$ cat src/rtl/forward_pkg.sv
// Shared pipeline constants for the 5-stage MIPS datapath: widths, the zero
// register, and bit positions of the EX/MEM and MEM/WB pipeline registers.
package forward_pkg;

  localparam int DATA_W = 32;
  localparam int REG_W  = 5;

  localparam logic [REG_W-1:0] REG_ZERO = 5'd0;

  // EXMEMReg field positions
  localparam int EXMEM_REGWRITE   = 74;
  localparam int EXMEM_MEMWRITE   = 73;
  localparam int EXMEM_MEMTOREG   = 72;
  localparam int EXMEM_MEMREAD    = 71;
  localparam int EXMEM_WREG_HI    = 68;
  localparam int EXMEM_WREG_LO    = 64;
  localparam int EXMEM_WDATA_HI   = 63;
  localparam int EXMEM_WDATA_LO   = 32;
  localparam int EXMEM_ALU_HI     = 31;
  localparam int EXMEM_ALU_LO     = 0;

  // MEMWBReg field positions
  localparam int MEMWB_MEMTOREG   = 70;
  localparam int MEMWB_ADDR_HI    = 69;
  localparam int MEMWB_ADDR_LO    = 38;
  localparam int MEMWB_REGWRITE   = 37;
  localparam int MEMWB_WREG_HI    = 36;
  localparam int MEMWB_WREG_LO    = 32;
  localparam int MEMWB_RDDATA_HI  = 31;
  localparam int MEMWB_RDDATA_LO  = 0;

endpackage

$ cat src/rtl/forward_mux2.sv
// Generic DATA_W-wide 2:1 select, shared by the pipeline's datapath muxes.
module forward_mux2 #(
  parameter int DATA_W = forward_pkg::DATA_W
) (
  input  logic              i_sel,
  input  logic [DATA_W-1:0] i_a0,
  input  logic [DATA_W-1:0] i_a1,
  output logic [DATA_W-1:0] o_y
);

  assign o_y = i_sel ? i_a1 : i_a0;

endmodule

$ cat src/rtl/forward.sv
// Memory-stage store-data forwarding: a load in MEM/WB feeds its read data to
// a dependent store in MEM. Also keeps a delayed hit flag and a saturating count.
module forward #(
  parameter int DATA_W = forward_pkg::DATA_W,
  parameter int REG_W  = forward_pkg::REG_W,
  parameter int CNT_W  = 16
) (
  input  logic              clk,
  input  logic              rst,
  input  logic [REG_W-1:0]  RegLw,
  input  logic [REG_W-1:0]  RegSw,
  input  logic              WriteEnable,
  input  logic              MemToRegWrite,
  input  logic              StoreValid,
  input  logic [DATA_W-1:0] LwData,
  input  logic [DATA_W-1:0] SwData,
  output logic              forwardF,
  output logic [DATA_W-1:0] StoreData,
  output logic              forwardF_q,
  output logic [CNT_W-1:0]  ForwardCount
);

  import forward_pkg::*;

  logic             w_hit;
  logic             r_hit_p0;
  logic [CNT_W-1:0] r_cnt_p0;

  // Register 0 is hardwired to zero, so a load "to $0" must never forward.
  assign w_hit = !rst && WriteEnable && MemToRegWrite && StoreValid &&
                 (RegLw != REG_W'(REG_ZERO)) && (RegLw == RegSw);

  forward_mux2 #(.DATA_W(DATA_W)) u_mux (
    .i_sel (w_hit),
    .i_a0  (SwData),
    .i_a1  (LwData),
    .o_y   (StoreData)
  );

  // stage p0: delayed hit flag and saturating event counter
  always_ff @(posedge clk) begin
    if (rst) begin
      r_hit_p0 <= 1'b0;
      r_cnt_p0 <= '0;
    end else begin
      r_hit_p0 <= w_hit;
      if (w_hit && (r_cnt_p0 != {CNT_W{1'b1}}))
        r_cnt_p0 <= r_cnt_p0 + 1'b1;
    end
  end

  assign forwardF     = w_hit;
  assign forwardF_q   = r_hit_p0;
  assign ForwardCount = r_cnt_p0;

endmodule

$ cat config.mk
export PLATFORM = sky130hd
export DESIGN_NAME = forward
export DESIGN_NICKNAME = d
export VERILOG_FILES = /design/src/rtl/forward_pkg.sv /design/src/rtl/forward_mux2.sv /design/src/rtl/forward.sv
export SDC_FILE = /design/constraint.sdc
export NUM_CORES = 1
export LEC_CHECK = 0
export CORE_MARGIN = 4
export CORE_UTILIZATION = 35
export CTS_BUF_LIST = sky130_fd_sc_hd__clkbuf_4 sky130_fd_sc_hd__clkbuf_8 sky130_fd_sc_hd__clkbuf_16
export DETAILED_ROUTE_END_ITERATION = 7
export MAX_ROUTING_LAYER = met4
export PLACE_DENSITY_LB_ADDON = 0.2
export SYNTH_ARGS = -nofsm -noshare
export SYNTH_HDL_FRONTEND = slang
export SYNTH_SLANG_ARGS = --single-unit
$ cat constraint.sdc
create_clock -name clk -period 4.6 [get_ports clk]
set_input_delay 0.92 -clock clk [delete_from_list [all_inputs] [get_ports clk]]
set_output_delay 0.92 -clock clk [all_outputs]
set_load 0.05 [all_outputs]
-- Word-level counts from Yosys, hierarchy flattened
Index checks and enable logic that the tools add are counted.
- add/subtract/negate cells: 1
- equal/unequal tests: 2
- multiplexer cells: 1
- reduce and logical (&&, ||, !) cells: 8
- operator list (cell ; number):
    $mux 32 ; 1
    $add 16x1->16 const B ; 1
    $ne 16x16->1 const B ; 1
    $logic_and 1x1->1 ; 6
    $eq 5x5->1 ; 1
    $reduce_bool 5->1 ; 1
    $logic_not 1->1 ; 1
- flip-flop bits (word level): 17
- bits of input ports: 79
- output and inout bits: 50
- word-level logic and storage cells: 14

-- Depth between registers and ports, before layout
Gate-level depths: netlist (run 1).
- depth after elaboration: 7
- mapped depth: 7
- depth with buffers taken out: 6

-- Cells and area by module
A second synthesis (run 1) with hierarchy kept.
- cell total of the unflattened synthesis: 143
- area total of the unflattened synthesis: 1565.3 sq um
- modules (own cells, without submodules) (module ; times used ; cells each ; area an instance (sq um) ; sequential area each (sq um)):
    forward ; 1 ; 107 ; 1021.0 ; 340.3
    forward_mux2 ; 1 ; 36 ; 544.3 ; 0.0

-- Worst setup path before layout (run 1)
Ideal clock, no wire load.
- path type: input port to output port
- from: input port RegLw[1]
- to: output port StoreData[10]
- arrival: 2491 ps
- data required time: 3680 ps
- slack: 1189 ps
- cell stages on the path: 6
- path buffers: 2
- cells stage by stage: or4_4 o211ai_4 or2_1 buf_6 buf_12 mux2_4
- word-level cells in the longest chain between the ends: 4
- elaborated cells on any way between the ends: 5
- those cells by class: eq/ne: 1; mux: 1; reduce/logical: 3
- RTL lines (element ; line ; text):
    from (decl) ; forward.sv:10 ; input logic [REG_W-1:0] RegLw,
    $reduce_bool 5->1 ; forward.sv:31 ; (RegLw != REG_W'(REG_ZERO)) && (RegLw == RegSw);
    $logic_and 1x1->1 ; forward.sv:30 ; assign w_hit = !rst && WriteEnable && MemToRegWrite && StoreValid &&
    $logic_and 1x1->1 * ; forward.sv:31 ;
    $mux 32 * ; forward_mux2.sv:11 ; assign o_y = i_sel ? i_a1 : i_a0;
    to (decl) ; forward.sv:18 ; output logic [DATA_W-1:0] StoreData,
Mark *: on every way between the ends. The rest lies on a longest branch, timed or not.

-- Final worst setup path (run 1)
- from: input port RegLw[1]
- to: output port StoreData[0]
The elaborated chain is that of the path after synthesis.

==> flow_metrics.py, run 1 <==
metrics = {
    "drt": {
        "wirelength_met1_um": 2030,
        "via_per_inst": 4.94,
        "wl_met3_um": 454,
        "dr_total_vias": 1595,
        "ant_nets": 0,
        "dr_wl_met2_um": 2620,
        "drtPass1Iterations": 4,
        "top_layer": "met4",
        "wire_per_inst_um": 16.0,
        "drtIter0Drc": 41,
        "drc": 0,
        "drt-total-wl_um": 5180,
    },
    "worst_setup_path": {
        "critPathMostFrequentCell": "buf_12",
        "cpPeakStageDelay_ns": 0.56,
        "worstPathMaxFanout": 35,
        "reg2reg_depth": 5,
        "crit_required_ns": 3.68,
        "path_class": "in -> out",
        "crit_path_start": "RegLw[1]",
        "arrival_ns": 3.15,
        "slowest_stage": "or4_4",
        "timing.rr.start": "ForwardCount[8]$_SDFFE_PP0P_",
        "endpoint_kind": "output port",
        "path_cells": "clkdlybuf4s50_1 > or4_4 > o211ai_4 > or2_2 > buf_12 > mux2_2 > buf_12",
        "cp-start-kind": "input port",
    },
    "layout": {
        "fillers": 335,
        "multiInputGateArea_um2": 1050,
        "drive_gt1_frac": 0.311,
        "regArea_um2": 340,
        "final_cells": 323,
        "diodes": 0,
        "fin_util": 0.690,
        "design.final.nets": 354,
        "area_growth_pct": 87.8,
    },
    "clock_network": {
        "htreeDepth": 1,
        "cts_made_buffers": 3,
        "clock_latency_ns": 0.25,
        "cts_tree": "built",
        "post_cts_buffers": 0,
        "cts-root-buf": "clkbuf_8",
        "clk_pin_slew_ns": 0.06,
        "cts_num_sinks": 17,
        "cts_hold_buf": 0,
        "clock_tree.buffer_depth": 2,
        "ctsResizeCount": 0,
    },
    "power": {
        "switchingPower_uw": 135,
        "leakagePower_uw": 0.00120,
        "p_comb_frac": 0.413,
        "p_int_uw": 318,
        "power_density_nw_per_um2": 162,
        "swShare": 0.299,
        "power_frac_clock": 0.263,
        "seqPwrFrac": 0.325,
        "vdd_drop_max_uv": 191,
    },
    "synthesis": {
        "syn_inst": 145,
        "ys_types": 39,
        "syn_avg_cell_area_um2": 10.3,
        "synth_edf_count": 0,
        "ys_ff_latch": 17,
        "syn_nets": 225,
        "syn_area_um2": 1490,
        "async_reset_ff_frac": 0,
        "ys.flop_type": "dfxtp_1",
        "yosysWarnings": 0,
        "synth-seq-area-share": 0.228,
    },
    "run_status": {
        "status": "finished, final reports clean",
    },
    "sta": {
        "finalCriticalPeriod_ns": 4.07,
        "worst_slack_ns": 0.527,
        "finalCritPeriodShare": 0.885,
        "fin_worst_skew_ns": 0.00109,
        "tns_ns": 0,
        "rsz0062_at_grt": "false",
        "finalHoldViolCount": 0,
        "relSlewSlack": 0.530,
        "slew_viol_final": 0,
        "fmax_mhz": 246,
        "setup_violations": 0,
        "whs_ns": 0.530,
        "max_slew.worst_pin.slew_ns": 0.704,
    },
    "floorplanning": {
        "start_util": 0.367,
        "die_w_um": 73.3,
        "dieArea_um2": 5370,
        "rows": 23,
        "coreArea_um2": 4060,
        "die_height_um": 73.3,
        "pin_count": 129,
    },
    "worst_hold_path": {
        "hold_path_depth": 2,
        "hold_path_class": "reg -> reg",
        "hp-start": "ForwardCount[8]$_SDFFE_PP0P_",
    },
    "global_route": {
        "grt_max_degree": 36,
        "grt_use_total": 0.186,
        "grt_first_pass_wirelength_um": 7680,
        "grt_overflow": 0,
        "grt_pass1_vias": 1574,
        "antenna_found_initial": 0,
    },
    "placed_design": {
        "dpl.hpwl_um": 4350,
        "port_buffers": 128,
        "pre_cts_ws_ns": 0.514,
        "dp_cells": 319,
        "gp_congestion": 0.813,
    },
    "flow_run": {
        "maxCapViolCount": 0,
    },
}
power groups by stage:
| stage | Combinational (uW) | Sequential [uW] | Clock [uW] |
|---|---|---|---|
| after floorplan | 90.1 | 151 | 0 |
| after global routing | 195 | 147 | 128 |
| after CTS | 188 | 147 | 120 |
| after detailed placement | 188 | 151 | 0 |
| final | 187 | 147 | 119 |
| after global placement | 186 | 151 | 0 |
final cells by class:
type                    count  area share
inverters                   6     0.00805
multi-input cells         116       0.375
repair buffers            130       0.456
clock buffers               4      0.0174
well taps                  50      0.0224
flip-flops and latches     17       0.122
registers in the layout, indices dropped and copies added, names as in the netlist:
signal	flops
forwardF_q	1
ForwardCount	16
cells in the mapped netlist, types with 2 or more instances:
master	number	area (um2)
mux2_4	29	435
dfxtp_1	17	340
a21oi_1	10	50.1
nor2_1	10	37.5
inv_1	6	22.5
mux2_2	6	67.6
nand2_1	6	22.5
xnor2_1	6	52.6
a31o_2	4	35.0
and3_1	4	25.0
nand3_1	4	20.0
nand4_1	4	25.0
and2_1	3	18.8
buf_12	3	60.1
nor2b_1	3	18.8
nor3_1	3	15.0
or3_1	3	18.8
clkbuf_1	2	7.51
o21ai_0	2	10.0
path summary, 6_finish.rpt:
| path | end | slack [ns] |
|---|---|---|
| min | ForwardCount[8]$_SDFFE_PP0P_ | 0.53 |
| min reg2reg | ForwardCount[8]$_SDFFE_PP0P_ | 0.53 |
| max reg2reg | ForwardCount[9]$_SDFFE_PP0P_ | 2.61 |
| max | StoreData[0] | 0.53 |
stage by stage:
step | total power [uW] | area [um2]
final | 453 | 2800
after detailed placement | 339 | 2750
after floorplan | 241 | 1490
after global placement | 336 | 2750
after CTS | 456 | 2800
after global routing | 469 | 2800
worst max-delay path: cells and delay by family:
kind	cells	cell delay (ns)
compound gates	1	0.24
buf+inv	3	0.84
mux	1	0.39
simple gates	2	0.74
per-layer routing:
layer / vias up / global-route usage
met3: 7 / 0.0369
met5: - / -
met4: 0 / 0.0574
met1: 732 / 0.208
li1: 789 / -
met2: 67 / 0.330
cell families (layout without fill, tap and decap cells):
| family | count (synthesis) | count (layout) | synth area share |
|---|---|---|---|
| mux | 36 | 36 | 0.344 |
| compound gates | 24 | 24 | 0.121 |
| fa+ha+maj | 1 | 1 | 0.00839 |
| xor+xnor | 6 | 6 | 0.0353 |
| simple gates | 49 | 49 | 0.195 |
| buf+inv | 12 | 140 | 0.0680 |
| flops | 17 | 17 | 0.228 |
cell usage in the layout (no fill, tap or decap), drive strengths merged:
cell type / synthesis / final
ha: 1 / 1
mux2: 35 / 35
a2111o: 1 / 1
clkdlybuf4s50: 0 / 95
a21oi: 10 / 10
and4: 1 / 1
nand3: 4 / 4
o41ai: 1 / 1
and3: 4 / 4
or2: 1 / 1
nand2b: 1 / 1
nor2: 10 / 10
a31o: 4 / 4
dfxtp: 17 / 17
nand2: 6 / 6
nor3: 4 / 4
a211oi: 2 / 2
a21bo: 1 / 1
clkbuf: 2 / 4
or4: 1 / 1
mux2i: 1 / 1
buf: 4 / 35
nor2b: 3 / 3
nand3b: 1 / 1
xnor2: 6 / 6
o21ai: 2 / 2
or3: 3 / 3
or4b: 1 / 1
inv: 6 / 6
and2: 3 / 3
o211ai: 1 / 1
and4b: 1 / 1
a31oi: 1 / 1
nand4: 5 / 5
a21o: 1 / 1
Power figures use the tool's default switching activity.
==> inputs of run 2 (changes only) <==
CORE_UTILIZATION = 32   (was 35)
clock period = 4 ns   (was 4.6 ns; I/O delays follow)
==> run 2 against run 1 <==
Effect of this change:
- count of clock-buffer cells in the layout did not move
- total power grew 15%
- wire length shrank 0.56%
- sequential power increased by 15%
- sequential share of layout area decreased by 0.16 points
- critical path depth stayed put
- highest routed layer unchanged
- global-route usage shrank 1.1 points
- via count decreased by 1.1%
- non-clock buffer count rose by 3
- clock skew is 0.0021 ns higher
==> flow_metrics.py, run 2 (same netlist as run 1, synthesis figures left out) <==
metrics = {
    "clock_network": {
        "cts_tree": "built",
        "cts_hold_buf": 0,
        "post_cts_buffers": 0,
        "htreeDepth": 1,
        "clock_latency_ns": 0.25,
        "cts_made_buffers": 3,
        "clk_pin_slew_ns": 0.06,
        "cts_num_sinks": 17,
        "cts-root-buf": "clkbuf_8",
        "clock_tree.buffer_depth": 2,
        "ctsResizeCount": 0,
    },
    "global_route": {
        "use_met3": 0.0461,
        "grt_use_total": 0.175,
        "grt_overflow": 0,
        "grt-busiest-layer": "met2",
        "use_met2": 0.289,
        "grt_pass1_vias": 1503,
        "grt_max_degree": 21,
        "antenna_found_initial": 0,
        "grt_first_pass_wirelength_um": 8180,
        "use_met1": 0.215,
    },
    "layout": {
        "design.final.nets": 357,
        "diodes": 0,
        "drive_gt1_frac": 0.319,
        "final_cell_mix": "clkdlybuf4s50_1 (95), buf_4 (32), mux2_4 (29)",
        "largest_register_ffs": 16,
        "layout_commonest_cell": "clkdlybuf4s50_1",
        "area_growth_pct": 90.3,
        "design_area_um2": 2840,
    },
    "sta": {
        "finalHoldViolCount": 0,
        "rsz0062_at_grt": "false",
        "max_slew.worst_pin.slew_ns": 0.686,
        "fin_worst_skew_ns": 0.00318,
        "fmax_mhz": 263,
        "tns_ns": 0,
        "setup_violations": 0,
        "finalCritPeriodShare": 0.949,
        "relSlewSlack": 0.542,
        "finalCriticalPeriod_ns": 3.80,
        "slew_viol_final": 0,
    },
    "worst_setup_path": {
        "slowest_stage": "or4_4",
        "path_class": "in -> out",
        "crit_required_ns": 3.20,
        "worstPathMaxFanout": 7,
        "cp-start-kind": "input port",
        "endpoint_kind": "output port",
        "critPathMostFrequentCell": "buf_4",
        "path_cells": "clkdlybuf4s50_1 > or4_4 > o211ai_4 > or2_2 > buf_4 > mux2_4 > buf_4",
        "arrival_ns": 3.00,
        "cpPeakStageDelay_ns": 0.57,
    },
    "floorplanning": {
        "rows": 24,
        "start_util": 0.335,
        "die_w_um": 76.2,
        "pin_count": 129,
        "die_height_um": 76.2,
        "dieArea_um2": 5810,
        "coreArea_um2": 4440,
    },
    "drt": {
        "drt-total-wl_um": 5150,
        "drtPass1Iterations": 4,
        "via_per_inst": 4.81,
        "drtIter0Drc": 42,
        "dr_total_vias": 1577,
        "drc": 0,
        "ant_nets": 0,
        "wire_per_inst_um": 15.7,
    },
    "placed_design": {
        "port_buffers": 128,
        "gp_congestion": 0.801,
        "placed_area_um2": 2790,
        "dpl.hpwl_um": 4380,
    },
    "flow_run": {
        "maxCapViolCount": 0,
    },
    "worst_hold_path": {
        "hold_path_class": "reg -> reg",
    },
    "power": {
        "vdd_drop_max_uv": 170,
        "leakagePower_uw": 0.00122,
        "power_density_nw_per_um2": 183,
    },
    "run_status": {
        "status": "finished, final reports clean",
    },
}
run 2: final cells by class:
class | count | area, um2
Multi-Input combinational cell | 116 | 1050
Clock buffer | 4 | 48.8
Timing Repair Buffer | 133 | 1310
Fill cell | 364 | 1610
Sequential cell | 17 | 340
Inverter | 6 | 22.5
Tap cell | 52 | 65.1
run 2: path summary, 6_finish.rpt:
path | to | slack (ns) | cells past startpoint | from
setup reg to reg | ForwardCount[11]$_SDFFE_PP0P_ | 2.07 | 5 | ForwardCount[0]$_SDFFE_PP0P_
setup / recovery | StoreData[10] | 0.20 | 7 | RegLw[1]
hold reg to reg | ForwardCount[13]$_SDFFE_PP0P_ | 0.52 | 2 | ForwardCount[13]$_SDFFE_PP0P_
hold / removal | ForwardCount[13]$_SDFFE_PP0P_ | 0.52 | 2 | ForwardCount[13]$_SDFFE_PP0P_
run 2: report_power, final:
group	internal, uW	leakage [uW]	total [uW]	switching (uW)
logic	119	0.00106	217	97.4
clock network	77.4	0.0000262	133	56.1
registers	169	0.000137	169	0.0410
run 2: routing by layer:
metal,vias up,wire length (um)
li1,795,-
met1,697,2230
met3,7,392
met4,0,66
met2,78,2460
met5,-,0
run 2: critical path, delay by kind of cell:
kind                   cells  cell delay [ns]
AO/OA/AOI/OAI              1             0.17
buffers and inverters      3             0.85
multiplexers               1             0.31
AND/OR/NAND/NOR            2             0.86
run 2: stage by stage:
step | total power, uW | cells | setup WS, ns | hold slack, ns | utilization
floorplan | 277 | 145 | 0.829 | 0.730 | -
global placement | 389 | 324 | 0.217 | 0.509 | 0.627
detailed placement | 390 | 324 | 0.209 | 0.506 | 0.627
CTS | 525 | 328 | 0.198 | 0.519 | 0.638
global route | 541 | 328 | 0.164 | 0.558 | 0.638
finish | 520 | 328 | 0.205 | 0.521 | 0.638
==> variant, RTL diff (config.mk and constraints of run 2) <==
Register the output `ForwardCount` once more; this adds one clock of latency there. The other outputs are not delayed to match.
--- a/src/rtl/forward.sv
+++ b/src/rtl/forward.sv
@@ -51,7 +51,9 @@
 
   assign forwardF     = w_hit;
   assign forwardF_q   = r_hit_p0;
-  assign ForwardCount = r_cnt_p0;
+  always_ff @(posedge clk) begin
+    ForwardCount <= r_cnt_p0;
+  end
 
 endmodule
 
Check against the original RTL: not equivalent (a bounded check fails within 4 cycles, from zero or initial values and one cycle with rst high).
==> variant against run 2 <==
  * Sequential power increased by 95%
  * Synthesized area increased by 21%
  * Cell area increased by 13%
  * Sequential cell count increased by 16
  * Highest routed layer unchanged
  * Wire length increased by 18%
  * Count of clock-buffer cells in the layout increased by 4
  * Global-route usage increased by 0.64 points
  * Total power increased by 54%
  * Worst setup slack improved by 40 ps
  * Largest power group is now registers
  * Clock power increased by 91%
==> variant: results (changes against run 2) <==
Yosys Warn Count - 0 (unchanged)
Post-synth top flop - dfxtp_1
Placed Cells - 359 (+11%)
Filler Cells Inserted - 494 (+36%)
Sequential fraction of the synthesis area - 36.49% (+14 points)
Post-Layout Cell Count - 367 (+12%)
Ant. Diodes - 0 (unchanged)
Crit path max-delay family - buffers and inverters
Static leakage - 0.001362 uW (+12%)
Post-DR wirelength/cell - 16.56 um (+5.4%)
Status - completed
GPL Wtd Cong - 0.8529 (+6.5%)
Layout cells sized above 1 - 30.85% (-1.0 points)
Syn_area_per_cell - 11.25 um2 (+9.4%)
Bufs on Longest Clock Path - 2 (unchanged)
Synthesized net count - 241 (+7.1%)
Vias/cell - 4.583 (-4.7%)
H-Tree Depth - 2 (+1)
Worst slew pin tran - 703.6 ps (+17.80 ps)
Worst skew pair latency - 290 ps (+40 ps)
CP max FO - 15 (+8)
Synth async-reset ratio - 0% (unchanged)
Final HPWL DP - 4981 um (+14%)
Reg clk slew, reported paths - 60 ps (about the same)
Post-DP Area - 3113 um2 (+12%)
First-pass GRT wire length - 9494 um (+16%)
Top area cells in the synthesized netlist - dfxtp_1, mux2_4, mux2_2
Clock buffer count from CTS - 5 (+2)
Number of global-route vias before repair - 1717 (+14%)
TritonRoute pass-1 iters - 3 (-1)
Largest net degree at the start of global routing - 21 (unchanged)
Number of DRC markers in iteration 0 - 62 (+48%)
Crit path DAT - 2950 ps (-50 ps)
Clock Skew - 4.077 ps (+0.8946 ps)
Peak supply drop - 0.0001669 V (-2.0%)
GRT Util Overall - 18.12% (+0.64 points)
Commonest cells post-synth - dfxtp_1, mux2_4, a21oi_1, nor2_1
Post-CTS sizing - 0 (unchanged)
==> variant: cell type report <==
cell class	count	share of cell area (%)
Clock buffer	8	2.850
Timing Repair Buffer	132	40.30
Sequential cell	33	20.62
Multi-Input combinational cell	116	32.72
Inverter	6	0.7029
Tap cell	72	2.811
==> variant: path summary, 6_finish.rpt <==
check / from / endpoint / slack [ps] / cells past startpoint
worst max-delay path: RegLw[1] / StoreData[2] / 250 / 7
worst min register to register: r_cnt_p0[10]$_SDFFE_PP0P_ / ForwardCount[10]$_DFF_P_ / 370 / 0
worst max register to register: r_cnt_p0[0]$_SDFFE_PP0P_ / r_cnt_p0[11]$_SDFFE_PP0P_ / 2080 / 5
worst min-delay path: r_cnt_p0[10]$_SDFFE_PP0P_ / ForwardCount[10]$_DFF_P_ / 370 / 0
==> variant: per-stage QoR <==
stage | worst slack (ps) | utilization [%] | power (uW)
after floorplan | 829.2 | - | 439.8
after global placement | 266.4 | 56.53 | 553.8
after detailed placement | 254.2 | 56.53 | 555.9
after CTS | 248.9 | 58.19 | 808.4
after global routing | 199.2 | 58.19 | 832.2
final | 245.3 | 58.19 | 802.2
==> variant: routing by layer <==
layer	up-vias	track usage (%)	wire (um)
met1	778	19.89	2476
met2	48	31.78	3199
li1	844	-	-
met5	-	-	0
met3	12	4.464	284
met4	0	6.389	115
==> variant: worst reg2reg max path, stage by stage (launching register included) <==
cell,delay [ps]
dfxtp_1,340
ha_1,270
and2_1,180
a2111o_1,470
nor3_1,190
mux2_2,350
==> variant: cell families after synthesis <==
kind of cell / Yosys count / share of synthesized area [%]
flops: 33 / 36.49
buf+inv: 12 / 5.598
compound gates: 24 / 9.952
xor+xnor: 6 / 2.903
simple gates: 49 / 16.03
fa+ha+maj: 1 / 0.6910
mux: 36 / 28.33
==> variant: power breakdown <==
| part | switching (uW) | internal (uW) |
|---|---|---|
| clock network | 111 | 144 |
| registers | 0.0480 | 329 |
| logic | 99.8 | 119 |
